[config.mk]
export PLATFORM = sky130hd
export DESIGN_NAME = instruction_loader
export DESIGN_NICKNAME = d
export VERILOG_FILES = /design/src/rtl/instruction_loader.sv
export SDC_FILE = /design/constraint.sdc
export NUM_CORES = 1
export LEC_CHECK = 0
export BUFFER_PORTS_ARGS = -buffer_cell sky130_fd_sc_hd__buf_2
export CORE_MARGIN = 2
export CORE_UTILIZATION = 55
export CTS_CLUSTER_SIZE = 12
export DETAILED_ROUTE_END_ITERATION = 10
export PLACE_DENSITY = 0.89
export SKIP_CTS_REPAIR_TIMING = 1
export SLEW_MARGIN = 20
export SYNTH_ARGS = -nofsm -noshare
export SYNTH_HDL_FRONTEND = slang
export SYNTH_SLANG_ARGS = --single-unit
[constraint.sdc]
create_clock -name i_clock -period 4.1 [get_ports i_clock]
set_input_delay 0.82 -clock i_clock [delete_from_list [all_inputs] [get_ports i_clock]]
set_output_delay 0.82 -clock i_clock [all_outputs]
set_load 0.01 [all_outputs]
[src/rtl/instruction_loader.sv]
// -----------------------------------------------------------------------------
// instruction_loader
//   Writer side of the byte-wide instruction memory write port. Bytes arriving
//   from the debug unit's UART receive path are written sequentially into
//   instruction memory starting at address 0. A load ends on an aligned HALT
//   word or when the last memory location has been written.
//
// Ports
//   i_clock         system clock, rising edge
//   i_reset         synchronous active-high reset
//   i_start         one-cycle pulse, begins or restarts a load (IDLE/DONE only)
//   i_rx_data       received byte
//   i_rx_done       one-cycle strobe qualifying i_rx_data
//   o_write_enable  memory byte write strobe, one cycle per accepted byte
//   o_write_data    byte to write
//   o_write_addr    byte address to write
//   o_busy          high while loading
//   o_done          level, load finished (halt or overflow)
//   o_overflow      level, load ended by filling memory without a HALT
//   o_byte_count    bytes written in the current load, 0..MEMORY_DEPTH
// -----------------------------------------------------------------------------
module instruction_loader #(
  parameter int                        MEMORY_WIDTH     = 8,
  parameter int                        MEMORY_DEPTH     = 256,
  parameter int                        NB_ADDR_DEPTH    = 8,
  parameter int                        NB_INSTRUCTION   = 32,
  parameter logic [NB_INSTRUCTION-1:0] HALT_INSTRUCTION = 32'hFFFF_FFFF
) (
  input  logic                     i_clock,
  input  logic                     i_reset,
  input  logic                     i_start,
  input  logic [MEMORY_WIDTH-1:0]  i_rx_data,
  input  logic                     i_rx_done,
  output logic                     o_write_enable,
  output logic [MEMORY_WIDTH-1:0]  o_write_data,
  output logic [NB_ADDR_DEPTH-1:0] o_write_addr,
  output logic                     o_busy,
  output logic                     o_done,
  output logic                     o_overflow,
  output logic [NB_ADDR_DEPTH:0]   o_byte_count
);

  // Only the three bytes preceding the current one are needed to assemble a word.
  localparam int NB_WORD_HIST = NB_INSTRUCTION - MEMORY_WIDTH;

  localparam logic [NB_ADDR_DEPTH-1:0] LAST_ADDR = NB_ADDR_DEPTH'(MEMORY_DEPTH - 1);
  localparam logic [NB_ADDR_DEPTH-1:0] ADDR_ONE  = NB_ADDR_DEPTH'(1);
  localparam logic [NB_ADDR_DEPTH:0]   COUNT_ONE = (NB_ADDR_DEPTH + 1)'(1);

  typedef enum logic [1:0] {
    ST_IDLE = 2'd0,
    ST_LOAD = 2'd1,
    ST_DONE = 2'd2
  } state_t;

  state_t                   state_r;
  logic [NB_ADDR_DEPTH-1:0] ptr_r;
  logic [NB_WORD_HIST-1:0]  word_r;
  logic                     halt_hit_s;
  logic                     last_addr_s;

  // True when the byte being received completes a word equal to the HALT marker.
  function automatic logic is_halt_word(
    input logic [1:0]              byte_lane,
    input logic [NB_WORD_HIST-1:0] history,
    input logic [MEMORY_WIDTH-1:0] new_byte
  );
    logic result;
    if (byte_lane == 2'b11) begin
      result = ({history, new_byte} == HALT_INSTRUCTION);
    end else begin
      result = 1'b0;
    end
    return result;
  endfunction

  // End-of-load conditions evaluated against the current pointer and byte.
  always_comb begin
    halt_hit_s  = is_halt_word(ptr_r[1:0], word_r, i_rx_data);
    if (ptr_r == LAST_ADDR) begin
      last_addr_s = 1'b1;
    end else begin
      last_addr_s = 1'b0;
    end
  end

  // Load FSM with registered write port and status outputs.
  always_ff @(posedge i_clock) begin
    if (i_reset) begin
      state_r        <= ST_IDLE;
      ptr_r          <= '0;
      word_r         <= '0;
      o_write_enable <= 1'b0;
      o_write_data   <= '0;
      o_write_addr   <= '0;
      o_busy         <= 1'b0;
      o_done         <= 1'b0;
      o_overflow     <= 1'b0;
      o_byte_count   <= '0;
    end else begin
      case (state_r)
        ST_IDLE, ST_DONE: begin
          // Received bytes are dropped here, including one coincident with i_start.
          o_write_enable <= 1'b0;
          if (i_start) begin
            state_r      <= ST_LOAD;
            ptr_r        <= '0;
            word_r       <= '0;
            o_write_data <= '0;
            o_write_addr <= '0;
            o_busy       <= 1'b1;
            o_done       <= 1'b0;
            o_overflow   <= 1'b0;
            o_byte_count <= '0;
          end else begin
            state_r <= state_r;
          end
        end

        ST_LOAD: begin
          if (i_rx_done) begin
            o_write_enable <= 1'b1;
            o_write_data   <= i_rx_data;
            o_write_addr   <= ptr_r;
            ptr_r          <= ptr_r + ADDR_ONE;
            o_byte_count   <= o_byte_count + COUNT_ONE;
            word_r         <= {word_r[NB_WORD_HIST-MEMORY_WIDTH-1:0], i_rx_data};
            // HALT wins over overflow when the final word is the marker.
            if (halt_hit_s) begin
              state_r    <= ST_DONE;
              o_busy     <= 1'b0;
              o_done     <= 1'b1;
              o_overflow <= 1'b0;
            end else if (last_addr_s) begin
              state_r    <= ST_DONE;
              o_busy     <= 1'b0;
              o_done     <= 1'b1;
              o_overflow <= 1'b1;
            end else begin
              state_r <= ST_LOAD;
            end
          end else begin
            o_write_enable <= 1'b0;
          end
        end

        default: begin
          state_r        <= ST_IDLE;
          o_write_enable <= 1'b0;
          o_busy         <= 1'b0;
        end
      endcase
    end
  end

endmodule
; Yosys cells after proc, flatten, opt, wreduce, memory -nomap -nowiden
; Index checks and enable logic that the tools add are counted.
[totals]
regBits = 63
latch_bits = 0
ramBits = 0
rom_bits = 0
input_bits = 12
output_inout_bits = 29
word_cells = 63
n_memories = 0
[op_classes]
addsub = 2
multipliers = 0
div = 0
n_lt_le_gt_ge = 0
eq_ne = 8
shifts = 0
n_mux = 34
bitwise_logic = 1
reduce_logical = 8
[ops]
columns = op, count
row1 = $mux 24, 2
row2 = $pmux 24 s2, 1
row3 = $pmux 8 s2, 3
row4 = $eq 32x32->1 const B, 1
row5 = $mux 8, 4
row6 = $mux 9, 2
row7 = $pmux 9 s2, 1
row8 = $mux 1, 13
row9 = $add 9x1->9 const B, 1
row10 = $add 8x1->8 const B, 1
row11 = $eq 8x8->1 const B, 1
row12 = $mux 2, 4
row13 = $pmux 1 s2, 3
row14 = $reduce_and 3->1, 2
row15 = $eq 2x2->1 const B, 2
row16 = $ne 2x2->1 const B, 2
row17 = $pmux 2 s2, 1
row18 = $reduce_and 4->1, 1
row19 = $reduce_or 2->1, 2
row20 = $ne 3x3->1 const B, 1
row21 = $eq 2x1->1 const B, 1
row22 = $logic_not 2->1, 1
row23 = $reduce_and 2->1, 1
row24 = $reduce_bool 2->1, 1
row25 = $not 1->1, 1

; Logic depth before layout (Yosys ltp)
[depth]
depth_word = 6
ltp_mapped = 6

; Least setup slack after synthesis
; Ideal clock, no wire load.
[synth_path]
path_type = input-to-reg
start = input port i_reset
end = register o_byte_count[1]
t_arrival_ps = 1728
slack_ps = 2256
path_stages = 6
n_path_buf = 3
path_cell_list = clkbuf_1 nand2b_1 buf_2 nor2_4 buf_2 a22o_1
[synth_rtl]
columns = element, line
row1 = from (decl), 30  ; input logic i_reset,
row2 = to (signal assigned), 126  ; o_byte_count <= o_byte_count + COUNT_ONE;
row3 = to (decl), 40  ; output logic [NB_ADDR_DEPTH:0] o_byte_count

==> report_table.html <==
<table>
<tr><th>Metric</th><th>Value</th></tr>
<tr><th colspan="2">Floorplanning</th></tr>
<tr><td>Count of standard-cell rows</td><td>22</td></tr>
<tr><td>Top-level I/O count</td><td>41</td></tr>
<tr><td>Placeable core region</td><td>around 3700 sq um</td></tr>
<tr><td>Floorplan die height</td><td>~66 um</td></tr>
<tr><td>Die footprint</td><td>~4400 sq um</td></tr>
<tr><td>Starting utilization of the core area</td><td>57.5%</td></tr>
<tr><td>Die boundary width</td><td>66.1 um</td></tr>
<tr><th colspan="2">Logic synthesis</th></tr>
<tr><td>Async set-or-reset flop fraction in the synthesized netlist</td><td>0%</td></tr>
<tr><td>#FFs+latches synth</td><td>between 50 and 60</td></tr>
<tr><td>Avg Inst Size Synth</td><td>10.3 sq um</td></tr>
<tr><td>Netlist area before placement</td><td>2120 sq um</td></tr>
<tr><td>Combinational family with the most area after synthesis</td><td>compound AO/OA/AOI/OAI gates</td></tr>
<tr><td>Synthesized netlist net count</td><td>219</td></tr>
<tr><td>Synthesized-area fraction occupied by xor and xnor cells</td><td>3.72%</td></tr>
<tr><td>Register area share after synthesis</td><td>51.9%</td></tr>
<tr><td>Compound-gate portion of the synthesized area</td><td>18.9%</td></tr>
<tr><td>Count of unique library cells instantiated by Yosys</td><td>35</td></tr>
<tr><td>Syn. warnings</td><td>0</td></tr>
<tr><td>Synthesized instance count</td><td>between 200 and 250</td></tr>
<tr><td>Adder-Cell Fraction of Synth Area</td><td>between 1 and 1.5%</td></tr>
<tr><td>Multiplexer fraction of the synthesized cell area</td><td>0%</td></tr>
<tr><td>Number of enable-type register cells in the synthesized netlist</td><td>0</td></tr>
<tr><td>Area fraction in and, or, nand and nor cells after synthesis</td><td>18.8%</td></tr>
<tr><td>Top_reg_cell synth</td><td>sky130_fd_sc_hd__dfxtp_1</td></tr>
<tr><th colspan="2">Worst setup path</th></tr>
<tr><td>Kind of critical path</td><td>primary input to flop</td></tr>
<tr><td>Element type at the critical path start</td><td>primary input</td></tr>
<tr><td>Setup crit end kind</td><td>flop</td></tr>
<tr><td>Highest fanout seen on the critical path</td><td>34</td></tr>
<tr><td>List of cells traversed by the critical path</td><td>buf_2 -&gt; nand2b_1 -&gt; nor2_4 -&gt; a22o_1</td></tr>
<tr><td>Delay of the slowest cell on the worst path</td><td>0.70 ns</td></tr>
<tr><td>Critical-path cell with the highest stage delay</td><td>sky130_fd_sc_hd__nor2_4</td></tr>
<tr><td>Largest delay share family, worst path</td><td>simple AND/OR/NAND/NOR gates</td></tr>
<tr><td>Critical path data arrival time</td><td>2.33 ns</td></tr>
<tr><td>Buffers plus inverters on the worst setup path</td><td>1</td></tr>
<tr><td>Data required, critical path</td><td>4.35 ns</td></tr>
<tr><td>Flop-to-flop setup slack</td><td>between 2 and 2.5 ns</td></tr>
<tr><th colspan="2">Power and ir drop</th></tr>
<tr><td>Combinational share of power</td><td>6.2%</td></tr>
<tr><td>Switch Pwr</td><td>0.000213 W</td></tr>
<tr><td>IR drop worst, VDD</td><td>0.271 mV</td></tr>
<tr><td>Pint</td><td>0.000680 W</td></tr>
<tr><td>Clock group share of total power</td><td>32.4%</td></tr>
<tr><td>Part of the power in registers</td><td>61.5%</td></tr>
<tr><td>Total power divided by cell area</td><td>between 300 and 400 nW/um^2</td></tr>
<tr><td>Switching part of the total power</td><td>23.9%</td></tr>
<tr><td>Reported leakage power</td><td>1.01 nW</td></tr>
<tr><th colspan="2">Timing</th></tr>
<tr><td>RSZ-0062 raised after global routing</td><td>no</td></tr>
<tr><td>Final clock skew</td><td>0.00429 ns</td></tr>
<tr><td>Total count of max-transition violations in the final report</td><td>0</td></tr>
<tr><td>Slew at the pin closest to its max-slew limit</td><td>0.732 ns</td></tr>
<tr><td>Setup violation total in the final timing report</td><td>0</td></tr>
<tr><td>Max_slew headroom</td><td>51.1%</td></tr>
<tr><td>Highest attainable clock frequency</td><td>between 0.4 and 0.5 GHz</td></tr>
<tr><td>Number of endpoints with negative hold slack in the final report</td><td>0</td></tr>
<tr><td>Setup TNS after final layout</td><td>0 ns</td></tr>
<tr><td>Worst setup margin</td><td>2.02 ns</td></tr>
<tr><td>Worst hold margin</td><td>0.478 ns</td></tr>
<tr><td>Fin crit period</td><td>2.08 ns</td></tr>
<tr><td>Post-route clock period utilization</td><td>50.7%</td></tr>
<tr><th colspan="2">Finish</th></tr>
<tr><td>Number of nets in the layout</td><td>approximately 250</td></tr>
<tr><td>Most common cell after layout, fill and taps aside</td><td>sky130_fd_sc_hd__dfxtp_1</td></tr>
<tr><td>Most used cells in the layout excluding fill and tap cells</td><td>sky130_fd_sc_hd__dfxtp_1, sky130_fd_sc_hd__buf_2, sky130_fd_sc_hd__a22o_1</td></tr>
<tr><td>Layout area overhead</td><td>11.2%</td></tr>
<tr><td>Filler instances</td><td>317</td></tr>
<tr><td>Layout cells sized above 1</td><td>between 20% and 30%</td></tr>
<tr><td>Antenna cell count</td><td>0</td></tr>
<tr><td>Post-layout utilization of the core</td><td>63.9%</td></tr>
<tr><th colspan="2">CTS</th></tr>
<tr><td>Worst-Skew Late Latency</td><td>0.31 ns</td></tr>
<tr><td>TritonCTS clock tree</td><td>built</td></tr>
<tr><td>Num CTS Buffers</td><td>5</td></tr>
<tr><td>Num Clock Sinks</td><td>55</td></tr>
<tr><td>Clock Tree Buf Depth</td><td>2</td></tr>
<tr><td>Clk Tree Root Cell</td><td>sky130_fd_sc_hd__clkbuf_8</td></tr>
<tr><td>H-tree depth</td><td>2</td></tr>
<tr><td>Clock transition at the registers of the reported paths</td><td>0.09 ns</td></tr>
<tr><th colspan="2">Route</th></tr>
<tr><td>Remaining routing DRC violations</td><td>0</td></tr>
<tr><td>Routed vias/inst</td><td>5.72</td></tr>
<tr><td>Via count</td><td>1624</td></tr>
<tr><td>Routed wirelength normalized by instance count</td><td>14.2 um</td></tr>
<tr><td>Count of routing violations after the opening detailed-route iteration</td><td>between 100 and 150</td></tr>
<tr><td>TritonRoute pass-1 iters</td><td>4</td></tr>
<tr><td>WL final</td><td>roughly 4 mm</td></tr>
<tr><td>Number of nets still failing antenna checks after routing</td><td>0</td></tr>
<tr><th colspan="2">Place</th></tr>
<tr><td>Post-Place Worst Slack</td><td>1.69 ns</td></tr>
<tr><td>Weighted congestion at the end of routability-driven global placement</td><td>~0.81</td></tr>
<tr><td>DP HPWL</td><td>2.81 mm</td></tr>
<tr><td>IO Port Bufs</td><td>40</td></tr>
<tr><th colspan="2">Worst hold path</th></tr>
<tr><td>Type of the most critical hold path</td><td>flop to flop</td></tr>
<tr><th colspan="2">GRT</th></tr>
<tr><td>Global routing's busiest layer</td><td>met2</td></tr>
<tr><td>Routing usage on met3</td><td>5.11%</td></tr>
<tr><td>Overall fraction of global-route tracks in use</td><td>20.2%</td></tr>
<tr><td>Vias in the first global route</td><td>1450</td></tr>
<tr><td>Pin count of the biggest net entering global routing</td><td>36</td></tr>
<tr><td>Global Route met1 Usage</td><td>27.8%</td></tr>
<tr><td>Wire length of the first global-routing pass</td><td>approximately 6.8 mm</td></tr>
<tr><td>Initial antenna violation count</td><td>0</td></tr>
<tr><td>Congestion Overflow GR</td><td>0</td></tr>
<tr><td>GR Layer Usage met2</td><td>30.3%</td></tr>
<tr><th colspan="2">Status</th></tr>
<tr><td>Run status</td><td>complete, no violations</td></tr>
<tr><th colspan="2">Job</th></tr>
<tr><td>Max-cap check violation count</td><td>0</td></tr>
</table>
## registers in the layout (all words and copies together) (netlist names), 2 cells and up
signal        cells
o_byte_count      9
o_write_addr      8
o_write_data      7
ptr_r             8
state_r           2
word_r           17
## per-stage QoR
step / cells / power, W / cell area [sq um]
floorplan: 205 / 0.000604 / 2120
global placement: 276 / 0.000615 / 2270
detailed placement: 276 / 0.000617 / 2270
CTS: 284 / 0.000899 / 2360
global route: 284 / 0.000932 / 2360
finish: 284 / 0.000893 / 2360
## power by group through the flow
stage          combinational [W]  sequential [W]  clock (W)
2_1_floorplan          0.0000434        0.000561          0
3_3_place_gp           0.0000537        0.000561          0
3_5_place_dp           0.0000553        0.000562          0
4_1_cts                0.0000554        0.000549   0.000294
5_1_grt                0.0000615        0.000551   0.000320
6_report               0.0000551        0.000549   0.000289
## layer usage
metal  wire length (um)  vias up  share of wire, %
met3                168        6               4.2
met2               1860       34                46
met1               1940      777                48
met5                  0        -                 0
met4                 72        0               1.8
li1                   -      807                 -
## cell usage after synthesis, types with 2 or more instances
cell type | count | area share, %
sky130_fd_sc_hd__nor2_1 | 19 | 3.4
sky130_fd_sc_hd__dfxtp_1 | 55 | 52
sky130_fd_sc_hd__nand3_1 | 3 | 0.71
sky130_fd_sc_hd__xor2_1 | 9 | 3.7
sky130_fd_sc_hd__a21oi_1 | 8 | 1.9
sky130_fd_sc_hd__o21ai_0 | 6 | 1.4
sky130_fd_sc_hd__buf_4 | 8 | 2.8
sky130_fd_sc_hd__ha_1 | 2 | 1.2
sky130_fd_sc_hd__nand2_1 | 11 | 1.9
sky130_fd_sc_hd__nand4_1 | 13 | 3.8
sky130_fd_sc_hd__buf_2 | 5 | 1.2
sky130_fd_sc_hd__clkbuf_1 | 4 | 0.71
sky130_fd_sc_hd__a22o_1 | 34 | 14
sky130_fd_sc_hd__or3_1 | 4 | 1.2
sky130_fd_sc_hd__and3_1 | 4 | 1.2
## cells by family after synthesis
| group | Yosys count |
|---|---|
| AOI/OAI and AO/OA | 53 |
| adders and majority gates | 2 |
| xor gates and xnor gates | 9 |
| buffers and inverters | 18 |
| DFF | 55 |
| and+or+nand+nor | 68 |
## worst paths after layout
check / from / to / cells after the start
worst max-delay path: i_reset / word_r[16] / 4
worst min-delay path: o_write_addr[5] / o_write_addr[5] / 1
worst min register to register: o_write_addr[5] / o_write_addr[5] / 1
worst max register to register: state_r[0] / word_r[16] / 4
## layout make-up
class,instances,area (sq um),share of cell area [%]
Timing Repair Buffer,41,208,8.81
Clock inverter,2,12.5,0.531
Clock buffer,6,72.6,3.08
Tap cell,48,60.1,2.55
Sequential cell,55,1100,46.7
Multi-Input combinational cell,132,905,38.4
(Power assumes the default switching activity.)
